`src/rtl/mem_arbiter_pkg.sv`:
```
// mem_arbiter_pkg: shared constants for the two-port memory arbiter.
//   PORT_I    - icache port index (port 0)
//   PORT_D    - dcache port index (port 1)
//   NUM_PORTS - number of requesting ports
//   port_t    - 1-bit port identifier carried through the tag FIFO
package mem_arbiter_pkg;

  localparam int PORT_I    = 0;
  localparam int PORT_D    = 1;
  localparam int NUM_PORTS = 2;

  typedef logic port_t;

endpackage

```
`src/rtl/mem_arb_tag_fifo.sv`:
```
// mem_arb_tag_fifo: 1-bit wide, DEPTH-deep FIFO of port ids for outstanding
// reads. Reads return in issue order, so the head always names the port that
// owns the next memory response.
//   i_clk, i_rst_n  clock / async active-low reset
//   i_push, i_din   enqueue a port id (ignored when full)
//   i_pop           dequeue head (ignored when empty)
//   o_dout          current head
//   o_full/o_empty  derived from the registered occupancy count
module mem_arb_tag_fifo
  import mem_arbiter_pkg::*;
#(
  parameter int DEPTH = 4
) (
  input  logic  i_clk,
  input  logic  i_rst_n,
  input  logic  i_push,
  input  port_t i_din,
  input  logic  i_pop,
  output port_t o_dout,
  output logic  o_full,
  output logic  o_empty
);

  localparam int PTR_W = $clog2(DEPTH);
  localparam int CNT_W = PTR_W + 1;

  logic [DEPTH-1:0] mem_q, mem_d;
  logic [PTR_W-1:0] wr_ptr_q, wr_ptr_d, rd_ptr_q, rd_ptr_d;
  logic [CNT_W-1:0] cnt_q, cnt_d;
  logic             do_push, do_pop;

  assign o_full  = (cnt_q == CNT_W'(DEPTH));
  assign o_empty = (cnt_q == '0);
  assign do_push = i_push & ~o_full;
  assign do_pop  = i_pop & ~o_empty;
  assign o_dout  = mem_q[rd_ptr_q];

  // Pointers are power-of-2 wide, so the increment wraps mod DEPTH for free.
  always_comb begin
    mem_d    = mem_q;
    wr_ptr_d = wr_ptr_q;
    rd_ptr_d = rd_ptr_q;
    cnt_d    = cnt_q;
    if (do_push) begin
      mem_d[wr_ptr_q] = i_din;
      wr_ptr_d        = wr_ptr_q + PTR_W'(1);
    end
    if (do_pop) rd_ptr_d = rd_ptr_q + PTR_W'(1);
    case ({do_push, do_pop})
      2'b10:   cnt_d = cnt_q + CNT_W'(1);
      2'b01:   cnt_d = cnt_q - CNT_W'(1);
      default: cnt_d = cnt_q;
    endcase
  end

  always_ff @(posedge i_clk or negedge i_rst_n) begin
    if (!i_rst_n) begin
      mem_q    <= '0;
      wr_ptr_q <= '0;
      rd_ptr_q <= '0;
      cnt_q    <= '0;
    end else begin
      mem_q    <= mem_d;
      wr_ptr_q <= wr_ptr_d;
      rd_ptr_q <= rd_ptr_d;
      cnt_q    <= cnt_d;
    end
  end

endmodule

```
`src/rtl/mem_arbiter.sv`:
```
// mem_arbiter: merges icache (port 0) and dcache (port 1) word interfaces
// onto one backing-memory port. One hold entry per port, one winner per
// cycle, registered ren/wen pulses, read data routed back by an in-order tag
// FIFO.
//   i_clk, i_rst_n                 clock / async active-low reset
//   o_pN_ready                     port N may present a request this cycle
//   i_pN_addr/ren/wen/wdata        port N request
//   o_pN_rdata/valid               port N read response (combinational)
//   i_mem_ready                    memory accepts a command
//   o_mem_addr/ren/wen/wdata       registered memory command
//   i_mem_rdata/valid              in-order memory read response
//   o_err                          sticky: response seen with no read outstanding
// Build option: MEM_ARB_RR_EN selects round-robin on ties; otherwise the
// dcache port always wins ties.
module mem_arbiter #(
  parameter int ADDR_W    = 32,
  parameter int DATA_W    = 32,
  parameter int RSP_DEPTH = 4
) (
  input  logic              i_clk,
  input  logic              i_rst_n,
  output logic              o_p0_ready,
  input  logic [ADDR_W-1:0] i_p0_addr,
  input  logic              i_p0_ren,
  input  logic              i_p0_wen,
  input  logic [DATA_W-1:0] i_p0_wdata,
  output logic [DATA_W-1:0] o_p0_rdata,
  output logic              o_p0_valid,
  output logic              o_p1_ready,
  input  logic [ADDR_W-1:0] i_p1_addr,
  input  logic              i_p1_ren,
  input  logic              i_p1_wen,
  input  logic [DATA_W-1:0] i_p1_wdata,
  output logic [DATA_W-1:0] o_p1_rdata,
  output logic              o_p1_valid,
  input  logic              i_mem_ready,
  output logic [ADDR_W-1:0] o_mem_addr,
  output logic              o_mem_ren,
  output logic              o_mem_wen,
  output logic [DATA_W-1:0] o_mem_wdata,
  input  logic [DATA_W-1:0] i_mem_rdata,
  input  logic              i_mem_valid,
  output logic              o_err
);
  import mem_arbiter_pkg::*;

  logic [NUM_PORTS-1:0]             req_rd, req_wr, rdy, iss;
  logic [NUM_PORTS-1:0][ADDR_W-1:0] req_addr, hold_addr;
  logic [NUM_PORTS-1:0][DATA_W-1:0] req_wdata, hold_wdata;
  logic [NUM_PORTS-1:0]             hold_v, hold_wr;

  port_t win, head;
  logic  win_wr, issue, push, pop, fifo_full, fifo_empty;

  logic              mem_ren_q, mem_ren_d, mem_wen_q, mem_wen_d;
  logic [ADDR_W-1:0] mem_addr_q, mem_addr_d;
  logic [DATA_W-1:0] mem_wdata_q, mem_wdata_d;
  logic              err_q, err_d;

  assign req_rd    = {i_p1_ren,   i_p0_ren};
  assign req_wr    = {i_p1_wen,   i_p0_wen};
  assign req_addr  = {i_p1_addr,  i_p0_addr};
  assign req_wdata = {i_p1_wdata, i_p0_wdata};

  // Per-port hold entry. Ready is independent of the request strobes so the
  // cache can drive them from ready without a combinational loop.
  for (genvar g = 0; g < NUM_PORTS; g++) begin : g_port
    logic              hold_v_q, hold_v_d, hold_wr_q, hold_wr_d, acc;
    logic [ADDR_W-1:0] hold_addr_q, hold_addr_d;
    logic [DATA_W-1:0] hold_wdata_q, hold_wdata_d;

    assign iss[g] = issue && (win == port_t'(g));
    assign rdy[g] = ~hold_v_q | iss[g];
    assign acc    = rdy[g] & (req_rd[g] | req_wr[g]);

    // A refill on the issuing edge overrides the clear.
    always_comb begin
      hold_v_d     = hold_v_q;
      hold_wr_d    = hold_wr_q;
      hold_addr_d  = hold_addr_q;
      hold_wdata_d = hold_wdata_q;
      if (iss[g]) hold_v_d = 1'b0;
      if (acc) begin
        hold_v_d     = 1'b1;
        hold_wr_d    = req_wr[g];
        hold_addr_d  = req_addr[g];
        hold_wdata_d = req_wdata[g];
      end
    end

    always_ff @(posedge i_clk or negedge i_rst_n) begin
      if (!i_rst_n) begin
        hold_v_q     <= 1'b0;
        hold_wr_q    <= 1'b0;
        hold_addr_q  <= '0;
        hold_wdata_q <= '0;
      end else begin
        hold_v_q     <= hold_v_d;
        hold_wr_q    <= hold_wr_d;
        hold_addr_q  <= hold_addr_d;
        hold_wdata_q <= hold_wdata_d;
      end
    end

    assign hold_v[g]     = hold_v_q;
    assign hold_wr[g]    = hold_wr_q;
    assign hold_addr[g]  = hold_addr_q;
    assign hold_wdata[g] = hold_wdata_q;
  end

`ifdef MEM_ARB_RR_EN
  // rr_q holds the last winner; resets to dcache so icache goes first.
  port_t rr_q, rr_d;
  assign rr_d = issue ? win : rr_q;
  always_ff @(posedge i_clk or negedge i_rst_n) begin
    if (!i_rst_n) rr_q <= port_t'(PORT_D);
    else          rr_q <= rr_d;
  end
`endif

  always_comb begin
    win = port_t'(PORT_I);
    if (hold_v[PORT_I] && hold_v[PORT_D]) begin
`ifdef MEM_ARB_RR_EN
      win = ~rr_q;
`else
      win = port_t'(PORT_D);
`endif
    end else if (hold_v[PORT_D]) begin
      win = port_t'(PORT_D);
    end
  end

  // Writes never occupy a tag, so they may issue while the tag FIFO is full.
  assign win_wr = hold_wr[win];
  assign issue  = i_mem_ready & (|hold_v) & (~fifo_full | win_wr);
  assign push   = issue & ~win_wr;
  assign pop    = i_mem_valid & ~fifo_empty;

  mem_arb_tag_fifo #(.DEPTH(RSP_DEPTH)) u_tag_fifo (
    .i_clk   (i_clk),
    .i_rst_n (i_rst_n),
    .i_push  (push),
    .i_din   (win),
    .i_pop   (pop),
    .o_dout  (head),
    .o_full  (fifo_full),
    .o_empty (fifo_empty)
  );

  always_comb begin
    mem_ren_d   = 1'b0;
    mem_wen_d   = 1'b0;
    mem_addr_d  = mem_addr_q;
    mem_wdata_d = mem_wdata_q;
    if (issue) begin
      mem_ren_d   = ~win_wr;
      mem_wen_d   = win_wr;
      mem_addr_d  = hold_addr[win];
      mem_wdata_d = hold_wdata[win];
    end
    err_d = err_q | (i_mem_valid & fifo_empty);
  end

  always_ff @(posedge i_clk or negedge i_rst_n) begin
    if (!i_rst_n) begin
      mem_ren_q   <= 1'b0;
      mem_wen_q   <= 1'b0;
      mem_addr_q  <= '0;
      mem_wdata_q <= '0;
      err_q       <= 1'b0;
    end else begin
      mem_ren_q   <= mem_ren_d;
      mem_wen_q   <= mem_wen_d;
      mem_addr_q  <= mem_addr_d;
      mem_wdata_q <= mem_wdata_d;
      err_q       <= err_d;
    end
  end

  assign o_p0_ready  = rdy[PORT_I];
  assign o_p1_ready  = rdy[PORT_D];
  assign o_mem_ren   = mem_ren_q;
  assign o_mem_wen   = mem_wen_q;
  assign o_mem_addr  = mem_addr_q;
  assign o_mem_wdata = mem_wdata_q;
  assign o_err       = err_q;

  assign o_p0_valid = pop & (head == port_t'(PORT_I));
  assign o_p1_valid = pop & (head == port_t'(PORT_D));
  assign o_p0_rdata = o_p0_valid ? i_mem_rdata : '0;
  assign o_p1_rdata = o_p1_valid ? i_mem_rdata : '0;

endmodule

```
`config.mk`:
```
export PLATFORM = sky130hd
export DESIGN_NAME = mem_arbiter
export DESIGN_NICKNAME = d
export VERILOG_FILES = /design/src/rtl/mem_arbiter_pkg.sv /design/src/rtl/mem_arb_tag_fifo.sv /design/src/rtl/mem_arbiter.sv
export SDC_FILE = /design/constraint.sdc
export NUM_CORES = 1
export LEC_CHECK = 0
export ABC_AREA = 0
export BUFFER_PORTS_ARGS = -buffer_cell sky130_fd_sc_hd__buf_2
export CORE_MARGIN = 5
export CORE_UTILIZATION = 40
export CTS_CLUSTER_SIZE = 14
export DETAILED_ROUTE_END_ITERATION = 7
export PLACE_DENSITY_LB_ADDON = 0.08
export SYNTH_ARGS = -nofsm -noshare
export SYNTH_HDL_FRONTEND = slang
export SYNTH_HIERARCHICAL = 1
export SYNTH_SLANG_ARGS = --single-unit
```
`constraint.sdc`:
```
create_clock -name i_clk -period 3.8 [get_ports i_clk]
set_clock_uncertainty 0.05 [all_clocks]
set_input_delay 0.38 -clock i_clk [delete_from_list [all_inputs] [get_ports i_clk]]
set_output_delay 0.38 -clock i_clk [all_outputs]
set_load 0.01 [all_outputs]
```
==> impl_metrics.json, run 1 <==
{
  "tightest_slew_ps": 738,
  "crit_chain": "mux4_2 > nor2b_1 > buf_4 > and2_1 > buf_2",
  "cp.arrival_ps": 2490,
  "overflow": 0,
  "grt_use_total": 0.189,
  "ant_nets": 0,
  "synth_compound_area_frac": 0.0970,
  "path_buf_inv": 2,
  "numClockSinks": 210,
  "nFillCells": 1990,
  "numCtsBuffers": 24,
  "fin_util": 0.520,
  "synth_xor_area_frac": 0.00582,
  "chipHeight_um": 160,
  "internal_power_mw": 5.62,
  "synth.avg_cell_area_um2": 13.7,
  "ys_async_sr_fraction": 1.00,
  "wl_per_cell_um": 19.8,
  "ys_warn_count": 6,
  "seqPwrFrac": 0.414,
  "start_util": 0.402,
  "setup_violations": 0,
  "power_frac_comb": 0.295,
  "cp_slowest_cell": "mux4_2",
  "grt_first_pass_wirelength_um": 39200,
  "required_ps": 3370,
  "crit_path_end_kind": "primary output",
  "htreeDepth": 1,
  "netSwitchingFraction": 0.302,
  "vias_per_cell": 5.20,
  "cts_root_buf": "clkbuf_16",
  "power_switching_mw": 2.43,
  "synthMuxAreaShare": 0.165,
  "cts_tree": "done",
  "clockBufferDepth": 3,
  "die_area_mm2": 0.0257,
  "synth_top_family_by_area": "multiplexers",
  "rsz0062_at_grt": "false",
  "die_x_um": 160,
  "clk_pin_slew_ps": 60,
  "criticalPathCategory": "flop to primary output",
  "p_clk_frac": 0.292,
  "drt-initial-drc-count": 213,
  "period_minus_slack_ps": 2920,
  "core_area_mm2": 0.0224,
  "yosys.area_share.adder": 0.00915,
  "status": "finished, final reports clean",
  "slew_viol_final": 0,
  "netlist_top_cells_area": "dfrtp_1 58%, mux2_2 15%, o221a_2 6.6%",
  "power.density_mw_per_mm2": 691,
  "netlist.area_leader.share": 0.582,
  "slew_headroom": 0.508,
  "period_share": 0.768,
  "synth_cell_type_count": 37,
  "max_stage_delay_ps": 750,
  "layout-drive-gt1-share": 0.563,
  "place_inst": 1212,
  "hold_viol_final": 0,
  "ioPinCount": 303,
  "cp_max_fo": 34,
  "clk_latency_ps": 500,
  "drt_wl_total_um": 24900,
  "hp-class": "primary input to flop",
  "grt_pass1_vias": 7001,
  "port_buffers": 302,
  "cap_violations": 0,
  "gp_congestion": 0.783,
  "syn-instance-count": 660,
  "synth_most_common_cell": "dfrtp_1",
  "ir_drop_uv": 361,
  "synth_common_cells": "210 x dfrtp_1, 124 x mux2_2, 66 x or3_1, 53 x o221a_2",
  "syn-num-nets": 834,
  "yosys.area_share.simple": 0.108,
  "fmax_ghz": 0.343,
  "critPathLaunchType": "flop",
  "cts_resized": 0,
  "drc_errors": 0,
  "hpwlAfterDp_um": 16900,
  "tns_ps": 0,
  "leakage_nw": 5.52,
  "synth_area_mm2": 0.00902,
  "path_delay_family": "multiplexers",
  "grt_antenna_before_repair": 4,
  "rows": 55,
  "grt_max_degree": 92,
  "vias": 6551,
  "dr.pass1.iters": 4,
  "layout.nets": 1128,
  "area_delta_synth_final_pct": 29.2,
  "cts_setup_buffers": 0,
  "synth-seq-cells": 210,
  "synth-main-ff-cell": "dfrtp_1",
  "synth_top_area_cell": "dfrtp_1",
  "ys_seq_area_frac": 0.582,
  "layoutNonFillerInstCount": 1260,
  "synth-edff-count": 0
}
## cell usage in the layout, fill, tap and decap left out, types with 3 or more instances in the layout
cell,n
clkinv_2,7
ha_1,5
xnor2_1,3
buf_4,12
diode_2,3
buf_2,301
dfrtp_1,210
o221a_1,11
nand2_1,15
mux2_1,4
o21ai_0,10
and3_1,32
nor2_1,3
nand2b_1,6
mux2_2,124
clkbuf_8,7
or3_1,66
buf_12,3
clkbuf_16,25
o221a_2,53
clkbuf_1,3
and2_1,33
a21oi_1,3
inv_1,9
xor2_1,3
## metal layers
metal | wire length (µm) | track usage | vias up
met5 | 13 | 0 | -
met4 | 507 | 0.0442 | 2
met3 | 1910 | 0.0524 | 37
met2 | 12500 | 0.334 | 236
met1 | 9990 | 0.230 | 3250
li1 | - | - | 3026
## final timing paths
path                            depth (start not counted)                               start                                     to  slack (ps)
worst max-delay path                                    5  u_tag_fifo/rd_ptr_q[0]$_DFFE_PN0P_                         o_p0_rdata[20]         880
worst min-delay path                                    2                        i_p0_addr[7]   g_port[0].hold_addr_q[7]$_DFFE_PN0P_          40
min in group asynchronous                               2                             i_rst_n  g_port[1].hold_addr_q[24]$_DFFE_PN0P_         460
worst max register to register                         10     u_tag_fifo/cnt_q[0]$_DFFE_PN0P_        u_tag_fifo/cnt_q[2]$_DFFE_PN0P_        1150
worst min register to register                          1                     o_err$_DFF_PN0_                        o_err$_DFF_PN0_         400
max in group asynchronous                               3                             i_rst_n              o_mem_addr[8]$_DFFE_PN0N_        2340
## cells by family after synthesis
| kind of cell | count (synthesis) |
|---|---|
| and+or+nand+nor | 162 |
| adders and majority gates | 6 |
| AOI/OAI and AO/OA | 86 |
| muxes | 131 |
| buffers and inverters | 59 |
| xor gates and xnor gates | 6 |
| DFF | 210 |
## power by group through the flow
stage	Clock, mW	Combinational (mW)	Sequential (mW)
4_1_cts	2.42	2.42	3.34
3_5_place_dp	0	2.42	3.36
6_report	2.35	2.37	3.33
2_1_floorplan	0	1.45	3.37
5_1_grt	2.52	2.61	3.43
3_3_place_gp	0	2.39	3.36
## sequential cells by signal, summed over array words and instances (netlist names)
signal and flops:
o_mem_wdata 32, o_mem_ren 1, u_tag_fifo/wr_ptr_q 2, g_port.hold_addr_q 64
o_mem_wen 1, g_port.hold_wr_q 2, o_err 1, u_tag_fifo/mem_q 4
g_port.hold_v_q 2, u_tag_fifo/rd_ptr_q 2, g_port.hold_wdata_q 64, u_tag_fifo/cnt_q 3
o_mem_addr 32
## timing repair
action                                  in CTS  in global routing
endpoints found under the setup margin       0                  0
hold buffers                                 1                  0
hold endpoints to repair                    88                  0
## area by class of cell
cell class | count | area, µm² | share of cell area
Multi-Input combinational cell | 391 | 3500 | 0.300
Timing Repair Buffer | 318 | 1680 | 0.144
Antenna cell | 3 | 7.51 | 0.000644
Clock buffer | 34 | 719 | 0.0617
Inverter | 9 | 33.8 | 0.00290
Clock inverter | 10 | 104 | 0.00891
Tap cell | 285 | 357 | 0.0306
Sequential cell | 210 | 5260 | 0.451
## through the flow
stage / hold WS (ps) / power, mW / cell area, µm² / worst slack, ps
after floorplan: 34.4 / 4.82 / 9020 / 1470
after global placement: 390 / 5.76 / 10800 / 1230
after detailed placement: 389 / 5.79 / 10800 / 1150
after CTS: 17.8 / 8.18 / 11700 / 837
after global routing: 35.4 / 8.56 / 11700 / 712
final: 41.0 / 8.05 / 11700 / 883
Note: power is estimated with default switching activity, not from simulation.
==> inputs of run 2 (changes only) <==
==> constraint.sdc (replaced) <==
create_clock -name i_clk -period 3 [get_ports i_clk]
set_clock_uncertainty 0.05 [all_clocks]
set_input_delay 0.3 -clock i_clk [delete_from_list [all_inputs] [get_ports i_clk]]
set_output_delay 0.3 -clock i_clk [all_outputs]
set_load 0.01 [all_outputs]
==> impl_metrics.json, run 2 (synthesized netlist as in run 1, its figures left out) <==
{
  "vias_per_cell": 5.06,
  "period_minus_slack_ps": 2740,
  "holdPathEnd": "g_port[1].hold_wdata_q[20]$_DFFE_PN0P_",
  "fin_util": 0.579,
  "gp_congestion": 0.799,
  "power.density_mw_per_mm2": 797,
  "setup_violations": 0,
  "regArea_mm2": 0.00526,
  "netSwitchingFraction": 0.299,
  "grt_max_degree": 72,
  "area_delta_synth_final_pct": 43.9,
  "postPlaceCellArea_mm2": 0.0109,
  "antenna_cells": 0,
  "multiInputGateArea_mm2": 0.00350,
  "criticalPathCategory": "flop to primary output",
  "hpwlAfterDp_um": 16900,
  "r2r_setup_slack_ps": 560,
  "cap_violations": 0,
  "hold_depth": 2,
  "rows": 55,
  "drt_wl_total_um": 26400,
  "overflow": 0,
  "fmax_ghz": 0.365,
  "r2r_start": "u_tag_fifo/cnt_q[0]$_DFFE_PN0P_",
  "max_stage_delay_ps": 750,
  "slew_viol_final": 0,
  "numCtsBuffers": 23,
  "start_util": 0.402,
  "grt_pass1_vias": 7589,
  "worstRegToRegCells": 11,
  "p_clk_frac": 0.286,
  "most-common-layout-cells": "301 x buf_2, 210 x dfrtp_1, 132 x dlygate4sd3_1, 124 x mux2_2, 66 x or3_1",
  "htreeDepth": 1,
  "nFillCells": 1863,
  "die_area_mm2": 0.0257,
  "clk_latency_ps": 490,
  "total_power_mw": 10.4,
  "cts_root_buf": "clkbuf_16",
  "drc_errors": 0,
  "hp-class": "primary input to flop",
  "top_regs": "g_port.hold_addr_q (64), g_port.hold_wdata_q (64)",
  "seqPwrFrac": 0.407,
  "r2r_end": "u_tag_fifo/cnt_q[2]$_DFFE_PN0P_",
  "clk_pin_slew_ps": 60,
  "status": "finished, final reports clean",
  "grt_first_pass_wirelength_um": 41900,
  "cp.arrival_ps": 2390,
  "cp_max_fo": 34,
  "crit_chain": "mux4_2 > nor2b_1 > buf_4 > and2_1 > buf_2",
  "required_ps": 2650,
  "chipHeight_um": 160,
  "rsz0062_at_grt": "false",
  "core_area_mm2": 0.0224,
  "tightest_slew_ps": 629,
  "ant_nets": 0,
  "cp_slowest_cell": "mux4_2",
  "vias": 7039,
  "critPathLaunchType": "flop",
  "clockBufferDepth": 3,
  "die_x_um": 160,
  "final_common_cell": "buf_2",
  "slew_headroom": 0.581,
  "leakage_nw": 6.08,
  "dr.pass1.iters": 5,
  "period_share": 0.913,
  "ioPinCount": 303,
  "cts_resized": 0,
  "power_frac_comb": 0.307,
  "min_from": "i_p1_wdata[20]",
  "cts_tree": "done",
  "internal_power_mw": 7.26,
  "tns_ps": 0,
  "wl_per_cell_um": 19.0,
  "grt_antenna_before_repair": 0,
  "power_switching_mw": 3.09,
  "drt-initial-drc-count": 279,
  "final_area_mm2": 0.0130,
  "numClockSinks": 210,
  "hold_viol_final": 0,
  "layout-drive-gt1-share": 0.498,
  "grt_use_total": 0.201,
  "layout.nets": 1265,
  "ir_drop_uv": 496,
  "port_buffers": 302,
  "crit_path_end_kind": "primary output"
}
## run 2: per-layer routing
layer	GRT usage	share of wire
met5	0	0
met4	0.0544	0.024
met3	0.0431	0.063
met2	0.358	0.50
met1	0.246	0.41
## run 2: cell type report
type,count,area share
inverter,9,0.00260
tap,285,0.0274
clock inverter,11,0.0121
sequential,210,0.405
timing repair buffer,456,0.234
multi-input combinational,391,0.270
clock buffer,30,0.0494
## run 2: how the worst max path moves through the flow
stage                                            start                         endpoint  slack, ps  cells past startpoint
floorplan               g_port[1].hold_v_q$_DFFE_PN0P_  u_tag_fifo/cnt_q[2]$_DFFE_PN0P_        670                     11
global placement        g_port[0].hold_v_q$_DFFE_PN0P_  u_tag_fifo/cnt_q[2]$_DFFE_PN0P_        610                     11
detailed placement      g_port[0].hold_v_q$_DFFE_PN0P_  u_tag_fifo/cnt_q[2]$_DFFE_PN0P_        560                     11
CTS                 u_tag_fifo/rd_ptr_q[0]$_DFFE_PN0P_                   o_p0_rdata[17]        240                      5
global route        u_tag_fifo/rd_ptr_q[0]$_DFFE_PN0P_                   o_p0_rdata[16]        100                      5
finish              u_tag_fifo/rd_ptr_q[0]$_DFFE_PN0P_                   o_p0_rdata[10]        260                      5
## run 2: stage by stage
step                hold slack [ps]  setup slack (ps)  cells
detailed placement              313               560   1219
CTS                            4.63               244   1392
global placement                309               614   1219
finish                         22.5               261   1392
global route                   27.7               102   1392
floorplan                     -45.6               667    660
## run 2: timing repair
action,4_1_cts,5_1_grt
endpoints found under the hold margin,197,0
hold buffers,132,0
buffers inserted,0,0
## run 2: power by group through the flow
stage               registers (mW)  logic [mW]  clock network (mW)
floorplan                     4.27        1.84                   0
global placement              4.24        3.05                   0
detailed placement            4.25        3.08                   0
CTS                           4.21        3.22                3.07
global route                  4.33        3.49                3.16
finish                        4.21        3.18                2.96
## run 2: worst max-delay path: cells and delay by family, from the launching register on
kind          cells  cell delay, ps
mux               1             750
buf+inv           2             400
flops             1             390
simple gates      2             340
==> inputs of run 3 (changes only) <==
--- a/config.mk
+++ b/config.mk
@@ -8,11 +8,10 @@
 export ABC_AREA = 0
 export BUFFER_PORTS_ARGS = -buffer_cell sky130_fd_sc_hd__buf_2
 export CORE_MARGIN = 5
-export CORE_UTILIZATION = 40
+export CORE_UTILIZATION = 51
 export CTS_CLUSTER_SIZE = 14
 export DETAILED_ROUTE_END_ITERATION = 7
 export PLACE_DENSITY_LB_ADDON = 0.08
 export SYNTH_ARGS = -nofsm -noshare
 export SYNTH_HDL_FRONTEND = slang
-export SYNTH_HIERARCHICAL = 1
 export SYNTH_SLANG_ARGS = --single-unit
==> impl_metrics.json, run 3 <==
{
  "ys_seq_area_frac": 0.557,
  "numCtsBuffers": 23,
  "synth_area_mm2": 0.00943,
  "grt_use_total": 0.232,
  "power_frac_comb": 0.283,
  "start_util": 0.521,
  "drt_wl_total_um": 25300,
  "clk_latency_ps": 490,
  "most-common-layout-cells": "301 x buf_2, 209 x dfrtp_1, 124 x dlygate4sd3_1, 100 x nor2_1, 69 x mux2i_1",
  "path_depth": 3,
  "power_switching_mw": 2.88,
  "whs_ps": 18.0,
  "ant_nets": 0,
  "required_ps": 2650,
  "core_area_mm2": 0.0181,
  "area_delta_synth_final_pct": 38.8,
  "cts_setup_buffers": 0,
  "synth_most_common_cell": "dfrtp_1",
  "hp-class": "primary input to flop",
  "criticalPathCategory": "flop to primary output",
  "layout-drive-gt1-share": 0.408,
  "chipHeight_um": 146,
  "port_buffers": 302,
  "netlist.area_leader.share": 0.557,
  "vias_per_cell": 5.07,
  "grt_antenna_before_repair": 1,
  "gp_congestion": 0.775,
  "synth_cell_type_count": 35,
  "netlist_top_cells_area": "dfrtp_1 56%, mux2_4 9.6%, mux2_2 7.8%",
  "top_regs": "g_port.hold_addr_q (64), g_port.hold_wdata_q (64)",
  "power.density_mw_per_mm2": 746,
  "cp.arrival_ps": 2430,
  "min_from": "i_p0_addr[27]",
  "cap_violations": 0,
  "seqPwrFrac": 0.435,
  "synth.avg_cell_area_um2": 12.5,
  "die_area_mm2": 0.0213,
  "crit_chain": "mux4_2 > and3_1 > buf_2",
  "leakage_nw": 6.76,
  "ys_warn_count": 0,
  "ir_drop_uv": 591,
  "hpwlAfterDp_um": 16200,
  "synth-edff-count": 0,
  "status": "finished, final reports clean",
  "rows": 49,
  "tightest_slew_ps": 1050,
  "fmax_ghz": 0.359,
  "numClockSinks": 210,
  "cp_max_fo": 66,
  "synth_common_cells": "210 x dfrtp_1, 100 x nor2_1, 69 x mux2i_1, 66 x a21oi_1, 65 x mux2_2",
  "cts_tree": "done",
  "internal_power_mw": 6.88,
  "critPathLaunchType": "flop",
  "final_common_cell": "buf_2",
  "path_buf_inv": 1,
  "r2r_start": "g_port[1].hold_v_q$_DFFE_PN0P_",
  "syn-num-nets": 927,
  "hold_depth": 2,
  "r2r_end": "o_mem_wdata[16]$_DFFE_PN0N_",
  "dr.pass1.iters": 6,
  "rsz0062_at_grt": "false",
  "vias": 7140,
  "path_delay_family": "multiplexers",
  "drc_errors": 0,
  "p_clk_frac": 0.282,
  "hold_viol_final": 0,
  "cp_slowest_cell": "mux4_2",
  "wl_per_cell_um": 18.0,
  "clk_pin_slew_ps": 60,
  "synth-main-ff-cell": "dfrtp_1",
  "grt_first_pass_wirelength_um": 40900,
  "netSwitchingFraction": 0.295,
  "r2r_setup_slack_ps": 500,
  "overflow": 0,
  "synth-seq-cells": 210,
  "layout.nets": 1339,
  "slew_headroom": 0.301,
  "max_stage_delay_ps": 1060,
  "crit_path_end_kind": "primary output",
  "cts_root_buf": "clkbuf_16",
  "place_inst": 1245,
  "ys_async_sr_fraction": 1.00,
  "slew_viol_final": 0,
  "holdPathEnd": "g_port[0].hold_addr_q[27]$_DFFE_PN0P_",
  "die_x_um": 146,
  "grt_pass1_vias": 7612,
  "clockBufferDepth": 3,
  "ioPinCount": 303,
  "grt_max_degree": 129,
  "period_share": 0.928,
  "drt-initial-drc-count": 311,
  "period_minus_slack_ps": 2780,
  "synth_top_area_cell": "dfrtp_1",
  "setup_violations": 0,
  "htreeDepth": 1,
  "total_power_mw": 9.77,
  "worstRegToRegCells": 6,
  "fin_util": 0.724,
  "tns_ps": 0,
  "layoutNonFillerInstCount": 1409,
  "syn-instance-count": 753
}
## run 3: cell types whose count changed after synthesis, moves of 4 or more
cell,before,now
a21oi_1,3,66
nor2_1,3,100
or3_1,66,0
o221a_1,11,0
o221a_2,53,0
mux2_2,124,65
buf_2,14,24
mux2_4,1,60
mux2i_1,1,69
and2_1,33,1
nand3_1,1,5
buf_6,7,12
clkbuf_1,29,15
nand2_1,15,42
## run 3: cell type report
cell class                      instances  area [µm²]
Fill cell                            1308        4990
Timing Repair Buffer                  438        2930
Tap cell                              229         287
Inverter                                9        33.8
Sequential cell                       210        5260
Clock buffer                           35         661
Clock inverter                          4        70.1
Antenna cell                            1        2.50
Multi-Input combinational cell        483        3850
## run 3: cell families (layout without fill, tap and decap cells)
logic type | after synthesis | after routing | synth area share
flip-flops | 210 | 210 | 0.557
multiplexers | 199 | 199 | 0.254
AND/OR/NAND/NOR | 190 | 190 | 0.0885
AO/OA/AOI/OAI | 82 | 82 | 0.0499
buffers and inverters | 60 | 486 | 0.0366
adder cells (fa/ha/maj) | 6 | 6 | 0.00876
XOR/XNOR | 6 | 6 | 0.00557
other | 0 | 1 | 0
## run 3: power by group through the flow
stage / Clock (mW) / Sequential [mW] / Combinational [mW]
6_report: 2.75 / 4.25 / 2.76
2_1_floorplan: 0 / 4.30 / 1.63
5_1_grt: 2.94 / 4.36 / 3.03
4_1_cts: 2.81 / 4.24 / 2.77
3_5_place_dp: 0 / 4.28 / 2.62
3_3_place_gp: 0 / 4.26 / 2.56
## run 3: routing by layer
layer	track usage	up-vias	wire length [µm]	share of wire
met5	0	-	0	0
met4	0.0546	0	528	0.021
met3	0.0582	35	1670	0.066
met2	0.400	230	12500	0.49
met1	0.296	3452	10700	0.42
li1	-	3423	-	-
## run 3: what timing repair did
item,in CTS,in global routing
hold buffers,121,3
hold endpoints to repair,202,3
resized for setup,0,0
## run 3: worst max-delay path by stage
| stage | from | endpoint | slack, ps |
|---|---|---|---|
| after floorplan | u_tag_fifo.cnt_q[0]$_DFFE_PN0P_ | u_tag_fifo.cnt_q[2]$_DFFE_PN0P_ | 660 |
| after global placement | u_tag_fifo.cnt_q[0]$_DFFE_PN0P_ | u_tag_fifo.cnt_q[2]$_DFFE_PN0P_ | 600 |
| after detailed placement | g_port[1].hold_v_q$_DFFE_PN0P_ | o_mem_wdata[1]$_DFFE_PN0N_ | 510 |
| after CTS | g_port[1].hold_v_q$_DFFE_PN0P_ | o_p1_ready | 220 |
| after global routing | u_tag_fifo.rd_ptr_q[0]$_DFFE_PN0P_ | o_p1_rdata[19] | 50 |
| final | u_tag_fifo.rd_ptr_q[0]$_DFFE_PN0P_ | o_p1_rdata[19] | 220 |
## run 3: metrics by stage
step	setup slack, ps	area [µm²]
floorplan	659	9430
global placement	595	11100
detailed placement	510	11100
CTS	216	13100
global route	50.3	13100
finish	217	13100
